### config.mk
export PLATFORM = sky130hd
export DESIGN_NAME = fifo_write_arb
export DESIGN_NICKNAME = d
export VERILOG_FILES = /design/src/rtl/fifo_pkg.sv /design/src/rtl/fifo_rr_pick.sv /design/src/rtl/fifo_write_arb.sv
export SDC_FILE = /design/constraint.sdc
export NUM_CORES = 1
export LEC_CHECK = 0
export CORE_MARGIN = 2
export CORE_UTILIZATION = 48
export CTS_CLUSTER_SIZE = 16
export DETAILED_ROUTE_END_ITERATION = 12
export HOLD_SLACK_MARGIN = 0.12
export PLACE_DENSITY_LB_ADDON = 0.1
export SLEW_MARGIN = 40
export SYNTH_ARGS = -nofsm -noshare
export SYNTH_HDL_FRONTEND = slang
export SYNTH_SLANG_ARGS = --single-unit
### constraint.sdc
create_clock -name clk -period 12.2 [get_ports clk]
set_clock_uncertainty 0.15 [all_clocks]
set_input_delay 2.44 -clock clk [delete_from_list [all_inputs] [get_ports clk]]
set_output_delay 2.44 -clock clk [all_outputs]
set_load 0.03 [all_outputs]
### src/rtl/fifo_pkg.sv
// Shared definitions for the SyncFIFO write-side arbiter.
package fifo_pkg;

  localparam int CH_NUM   = 8;
  localparam int CH_IDX_W = 3;

  typedef enum logic {
    IDLE   = 1'b0,
    LOCKED = 1'b1
  } fifo_wr_state_t;

  localparam logic [CH_NUM-1:0] SELECT_RST = 8'b0000_0001;

  // One-hot encode a channel index.
  function automatic logic [CH_NUM-1:0] idx2onehot(input logic [CH_IDX_W-1:0] idx);
    logic [CH_NUM-1:0] oh;
    oh      = '0;
    oh[idx] = 1'b1;
    return oh;
  endfunction

endpackage

### src/rtl/fifo_rr_pick.sv
// Rotating-priority encoder: first requesting channel at or after ptr (mod 8).
module fifo_rr_pick
  import fifo_pkg::*;
(
  input  logic [CH_NUM-1:0]   req,
  input  logic [CH_IDX_W-1:0] ptr,
  output logic                valid,
  output logic [CH_IDX_W-1:0] idx,
  output logic [CH_NUM-1:0]   onehot
);

  // Scan from farthest to nearest so the nearest requester wins; idx = ptr when idle.
  always_comb begin
    valid = |req;
    idx   = ptr;
    for (int k = CH_NUM - 1; k >= 0; k--) begin
      if (req[ptr + CH_IDX_W'(k)]) idx = ptr + CH_IDX_W'(k);
    end
    onehot = valid ? idx2onehot(idx) : '0;
  end

endmodule

### src/rtl/fifo_write_arb.sv
// Write-side arbiter: round-robin grant among 8 channels with optional burst lock.
module fifo_write_arb
  import fifo_pkg::*;
#(
  parameter int DATA_WIDTH = 8,
  parameter int BURST_MAX  = 4
) (
  input  logic                         clk,
  input  logic                         rst,
  input  logic [CH_NUM-1:0]            wr_req,
  input  logic [CH_NUM-1:0]            wr_lock,
  input  logic [CH_NUM*DATA_WIDTH-1:0] wr_data_in,
  input  logic                         full,
  output logic                         wr_en,
  output logic [DATA_WIDTH-1:0]        wr_data,
  output logic [CH_NUM-1:0]            wr_ack,
  output logic [CH_NUM-1:0]            select,
  output logic                         locked
);

  localparam int               CNT_W   = $clog2(BURST_MAX + 1);
  localparam logic [CNT_W-1:0] CNT_MAX = CNT_W'(BURST_MAX);
  localparam bit               LOCK_EN = (BURST_MAX > 1);

  fifo_wr_state_t        state_q;
  logic [CH_IDX_W-1:0]   rr_ptr_q;
  logic [CH_IDX_W-1:0]   owner_q;
  logic [CNT_W-1:0]      cnt_q;
  logic [CNT_W-1:0]      cnt_d;
  logic [CH_NUM-1:0]     select_q;
  logic                  locked_q;

  logic                  pick_valid;
  logic [CH_IDX_W-1:0]   pick_idx;
  logic [CH_NUM-1:0]     pick_onehot;
  logic [CH_IDX_W-1:0]   cur_idx;
  logic                  grant;

  fifo_rr_pick u_pick (
    .req    (wr_req),
    .ptr    (rr_ptr_q),
    .valid  (pick_valid),
    .idx    (pick_idx),
    .onehot (pick_onehot)
  );

  // Grant decision: owner only while locked, rotating pick otherwise; never into a full FIFO.
  always_comb begin
    cur_idx = pick_idx;
    grant   = 1'b0;
    wr_ack  = '0;
    if (state_q == LOCKED) begin
      cur_idx = owner_q;
      grant   = wr_req[owner_q] && !full;
      if (grant) wr_ack = idx2onehot(owner_q);
    end else begin
      grant = pick_valid && !full;
      if (grant) wr_ack = pick_onehot;
    end
    if (rst) begin
      grant  = 1'b0;
      wr_ack = '0;
    end
    cnt_d = cnt_q + CNT_W'(1);
  end

  assign wr_en   = grant;
  assign wr_data = wr_data_in[cur_idx*DATA_WIDTH +: DATA_WIDTH];
  assign select  = select_q;
  assign locked  = locked_q;

  // Arbitration FSM: rotating pointer, last-writer select and burst-lock bookkeeping.
  always_ff @(posedge clk or posedge rst) begin
    if (rst) begin
      state_q  <= IDLE;
      rr_ptr_q <= '0;
      owner_q  <= '0;
      cnt_q    <= '0;
      select_q <= SELECT_RST;
      locked_q <= 1'b0;
    end else begin
      case (state_q)
        IDLE: begin
          if (grant) begin
            rr_ptr_q <= pick_idx + CH_IDX_W'(1);
            select_q <= pick_onehot;
            if (LOCK_EN && wr_lock[pick_idx]) begin
              state_q  <= LOCKED;
              owner_q  <= pick_idx;
              cnt_q    <= CNT_W'(1);
              locked_q <= 1'b1;
            end
          end
        end
        LOCKED: begin
          // Owner dropping its request releases the lock; full alone only stalls.
          if (!wr_req[owner_q]) begin
            state_q  <= IDLE;
            cnt_q    <= '0;
            locked_q <= 1'b0;
          end else if (grant) begin
            select_q <= idx2onehot(owner_q);
            cnt_q    <= cnt_d;
            if (!wr_lock[owner_q] || (cnt_d == CNT_MAX)) begin
              state_q  <= IDLE;
              cnt_q    <= '0;
              locked_q <= 1'b0;
            end
          end
        end
        default: begin
          state_q  <= IDLE;
          locked_q <= 1'b0;
        end
      endcase
    end
  end

endmodule

==> summary.md <==
| Metric | Value |
|---|---|
| Status | completed |
| Depth of the worst register-to-register path | 11 |
| Number of enable-type register cells in the synthesized netlist | 0 |
| Area growth from synthesis to final layout | 42.4% |
| Critical-path cell list | clkdlybuf4s50_1 > mux4_2 > mux2_2 > nor2_1 > o21ai_1 > o41ai_4 > nor2b_1 > a21boi_1 > o2bb2ai_1 > a211oi_1 > clkdlybuf4s50_1 |
| Cell type with the highest aggregate area in the netlist | sky130_fd_sc_hd__dfrtp_1 |
| Root buf cell | sky130_fd_sc_hd__clkbuf_8 |
| Iteration count of the initial detailed-routing pass | 5 |
| Post-DRT Antenna Nets | 0 |
| Clock buffer depth | 2 |
| Synthesized cell area | 0.00267 mm² |
| Number of pins exceeding their max-slew limit in the final report | 0 |
| Async S/R FF share, synth | 1.00 |
| Final wirelength | around 8400 µm |
| Register-to-register setup slack | between 7 and 8 ns |
| Endpoint of the most critical register-to-register path | owner_q[0]$_DFFE_PP0P_ |
| Hold worst-path end | select[2]$_DFFE_PP0P_ |
| Grt met3 use | 0.0287 |
| Vias after detailed routing | between 2,000 and 3,000 |
| Headroom to the max-slew limit | 0.528 |
| Count of buffers added by post-CTS timing repair for setup | 0 |
| Min-delay src | select[2]$_DFFE_PP0P_ |
| Final-report setup violation count | 0 |
| Arrival time reported for the critical path endpoint | 6.72 ns |
| Final design utilization | 0.698 |
| Number of sinks handled by clock tree synthesis | 19 |
| Drt first-iter violations | 200 |
| Worst Path Class, Setup | input pin to output port |
| Cell type with the highest occurrence count on the critical path | sky130_fd_sc_hd__clkdlybuf4s50_1 |
| Die X | 78.5 µm |
| Diode count | 0 |
| H-tree depth | 1 |
| Remaining design rule violation count | 0 |
| Post-layout instance area | 0.00380 mm² |
| Number of failing hold endpoints at the final stage | 0 |
| Post-DP HPWL | between 6000 and 7000 µm |
| Largest fanout of any net on the critical path | 10 |
| Cell area after placement | between 0.003 and 0.004 mm² |
| Worst Path Required | approximately 9.6 ns |
| Count of distinct cell types in the synthesized netlist | 60 |
| Via count of the first global-routing pass | around 2,700 |
| Class of the most critical hold timing path | register to register |
| First-pass GRT wire length | approximately 13,000 µm |
| Via density | ~6.0 |
| Maximum achievable frequency | 107 MHz |
| I/O pin cnt | between 100 and 150 |
| Number of fill cells | 440 |
| Layout cell share with drive strength beyond 1 | 0.127 |
| Post-synth net total | 385 |
| Standard cell core area | roughly 0.0054 mm² |
| Critical R2R Launch | rr_ptr_q[1]$_DFFE_PP0P_ |
| CP Capture Type | output port |
| Worst slew pin tran | a little under 0.7 ns |
| Synth warn | 0 |
| Kind of launch point of the worst setup path | input pin |
| Critical Path Slowest Stage Cell | sky130_fd_sc_hd__clkdlybuf4s50_1 |
| Area share of the largest cell type after synthesis | 0.169 |
| Unrepaired setup endpoints after global routing | false |
| Standard-cell rows | 27 |
| Total Nets Final | 481 |
| GR Layer Usage met2 | 0.453 |
| IO Port Bufs | between 100 and 150 |
| Antenna violations before repair | 0 |
| Global placement routability congestion | roughly 0.91 |
| Reg clk slew, reported paths | around 0.07 ns |
| Starting density of the core | 0.490 |
| Total grt overflow | 0 |
| Largest cells by area after synthesis | sky130_fd_sc_hd__dfrtp_1 17%, sky130_fd_sc_hd__mux4_2 13%, sky130_fd_sc_hd__mux2i_1 10% |
| Maximum number of pins on one net before global-route repair | 34 |
| Total global routing track utilization | 0.268 |
| Die area | 0.00616 mm² |
| Met1 demand-to-capacity share in global routing | 0.370 |
| Post-synthesis sequential element count | 19 |
| TNS Setup | 0 ns |
| TritonCTS clock tree | built |
| GR peak layer | met2 |
| Largest stage delay, worst path | slightly above 0.7 ns |
| DR WL/cell | 18.2 µm |
| Sequential-to-total area share from yosys stat | 0.179 |
| Minimum clock period | 9.31 ns |
| Most used flip-flop cell after synthesis | sky130_fd_sc_hd__dfrtp_1 |
| # resized after CTS | 0 |
| Average cell area after synthesis | between 8 and 9 µm² |
| Clk_lat worst skew | between 0.2 and 0.3 ns |
| Gate Count Post-Synth | 298 |
| Die span in y | approximately 79 µm |
| Number of max-capacitance violations reported | 0 |
| Num CTS Buffers | 3 |
| Quantity of hold-fixing buffers added after cts | 0 |
| Period utilization | 0.763 |
| Hold path cells | 1 |
critical path, delay by kind of cell:
family          cells  cell delay (ns)
compound gates      5             1.67
buf+inv             2             1.29
mux                 2             0.95
simple gates        2             0.37
kinds of logic after synthesis:
group	Yosys count	synth area share
fa+ha+maj	4	0.0188
simple gates	101	0.192
compound gates	74	0.214
xor+xnor	4	0.0131
buf+inv	30	0.0526
mux	66	0.331
flops	19	0.179
metal layers:
metal,part of all wire,vias up
li1,-,1333
met1,0.43,1286
met2,0.49,135
met3,0.055,14
met4,0.018,0
met5,0,-
how the worst max path moves through the flow:
stage,startpoint,to,cells past startpoint
2_1_floorplan,wr_req[3],wr_data[5],9
3_3_place_gp,wr_req[0],wr_data[5],11
3_5_place_dp,wr_req[0],wr_data[5],11
4_1_cts,wr_req[0],wr_data[5],11
5_1_grt,wr_req[0],wr_data[5],11
6_report,wr_req[0],wr_data[5],11
placed cells by master, fill, tap and decap left out, types with 2 or more instances in the layout:
cell	instances
sky130_fd_sc_hd__mux2i_1	27
sky130_fd_sc_hd__mux2_1	4
sky130_fd_sc_hd__a22o_1	7
sky130_fd_sc_hd__o32ai_1	2
sky130_fd_sc_hd__o22ai_1	10
sky130_fd_sc_hd__nor3_1	6
sky130_fd_sc_hd__clkbuf_8	3
sky130_fd_sc_hd__o21ai_0	6
sky130_fd_sc_hd__dfrtp_1	17
sky130_fd_sc_hd__a221o_1	2
sky130_fd_sc_hd__and2_0	2
sky130_fd_sc_hd__nand4_1	4
sky130_fd_sc_hd__ha_1	4
sky130_fd_sc_hd__a21oi_1	16
sky130_fd_sc_hd__a211oi_1	3
sky130_fd_sc_hd__nand2_1	23
sky130_fd_sc_hd__nor2b_1	4
sky130_fd_sc_hd__inv_1	11
sky130_fd_sc_hd__xor2_1	3
sky130_fd_sc_hd__a32oi_1	2
sky130_fd_sc_hd__nor2_1	28
sky130_fd_sc_hd__a21o_1	7
sky130_fd_sc_hd__and2_1	3
sky130_fd_sc_hd__nand3_1	14
sky130_fd_sc_hd__mux4_2	15
sky130_fd_sc_hd__nand2b_1	3
sky130_fd_sc_hd__or4_1	4
sky130_fd_sc_hd__mux2_2	19
sky130_fd_sc_hd__o21ai_1	5
sky130_fd_sc_hd__clkdlybuf4s50_1	108
final cells by class:
type                            instances  area [µm²]  share of cell area
Sequential cell                        19         478               0.126
Clock buffer                            3        41.3              0.0109
Inverter                               12        45.0              0.0119
Tap cell                               72        90.1              0.0237
Clock inverter                          1        5.00             0.00132
Timing Repair Buffer                  109        1090               0.287
Multi-Input combinational cell        249        2050               0.540
per-stage QoR:
stage | setup slack (ns) | instances | hold WS [ns]
6_report | 2.89 | 465 | 0.331
5_1_grt | 2.64 | 465 | 0.343
3_3_place_gp | 3.03 | 461 | 0.309
4_1_cts | 2.89 | 465 | 0.331
2_1_floorplan | 4.12 | 298 | 0.326
3_5_place_dp | 2.89 | 461 | 0.315
Yosys cell counts (4+ instances only):
cell and count:
sky130_fd_sc_hd__ha_1 4, sky130_fd_sc_hd__dfrtp_1 18, sky130_fd_sc_hd__mux2_2 19, sky130_fd_sc_hd__mux4_2 15, sky130_fd_sc_hd__or4_1 4, sky130_fd_sc_hd__a21oi_1 16
sky130_fd_sc_hd__nand4_1 4, sky130_fd_sc_hd__nand2_1 23, sky130_fd_sc_hd__nor3_1 6, sky130_fd_sc_hd__a22o_1 7, sky130_fd_sc_hd__buf_2 4, sky130_fd_sc_hd__mux2_1 4
sky130_fd_sc_hd__inv_1 12, sky130_fd_sc_hd__mux2i_1 27, sky130_fd_sc_hd__clkbuf_1 9, sky130_fd_sc_hd__o22ai_1 10, sky130_fd_sc_hd__nor2b_1 4, sky130_fd_sc_hd__o21ai_0 6
sky130_fd_sc_hd__nand3_1 14, sky130_fd_sc_hd__o21ai_1 5, sky130_fd_sc_hd__a21o_1 7, sky130_fd_sc_hd__nor2_1 28
sequential cells by signal, indices dropped and copies added (netlist names):
| name | count |
|---|---|
| cnt_q | 3 |
| rr_ptr_q | 3 |
| owner_q | 3 |
| state_q | 1 |
| locked | 1 |
| select | 8 |
Power is left out: the tool's default activity adds up to more than one toggle a clock period on the data nets, which glitch-free logic cannot reach.
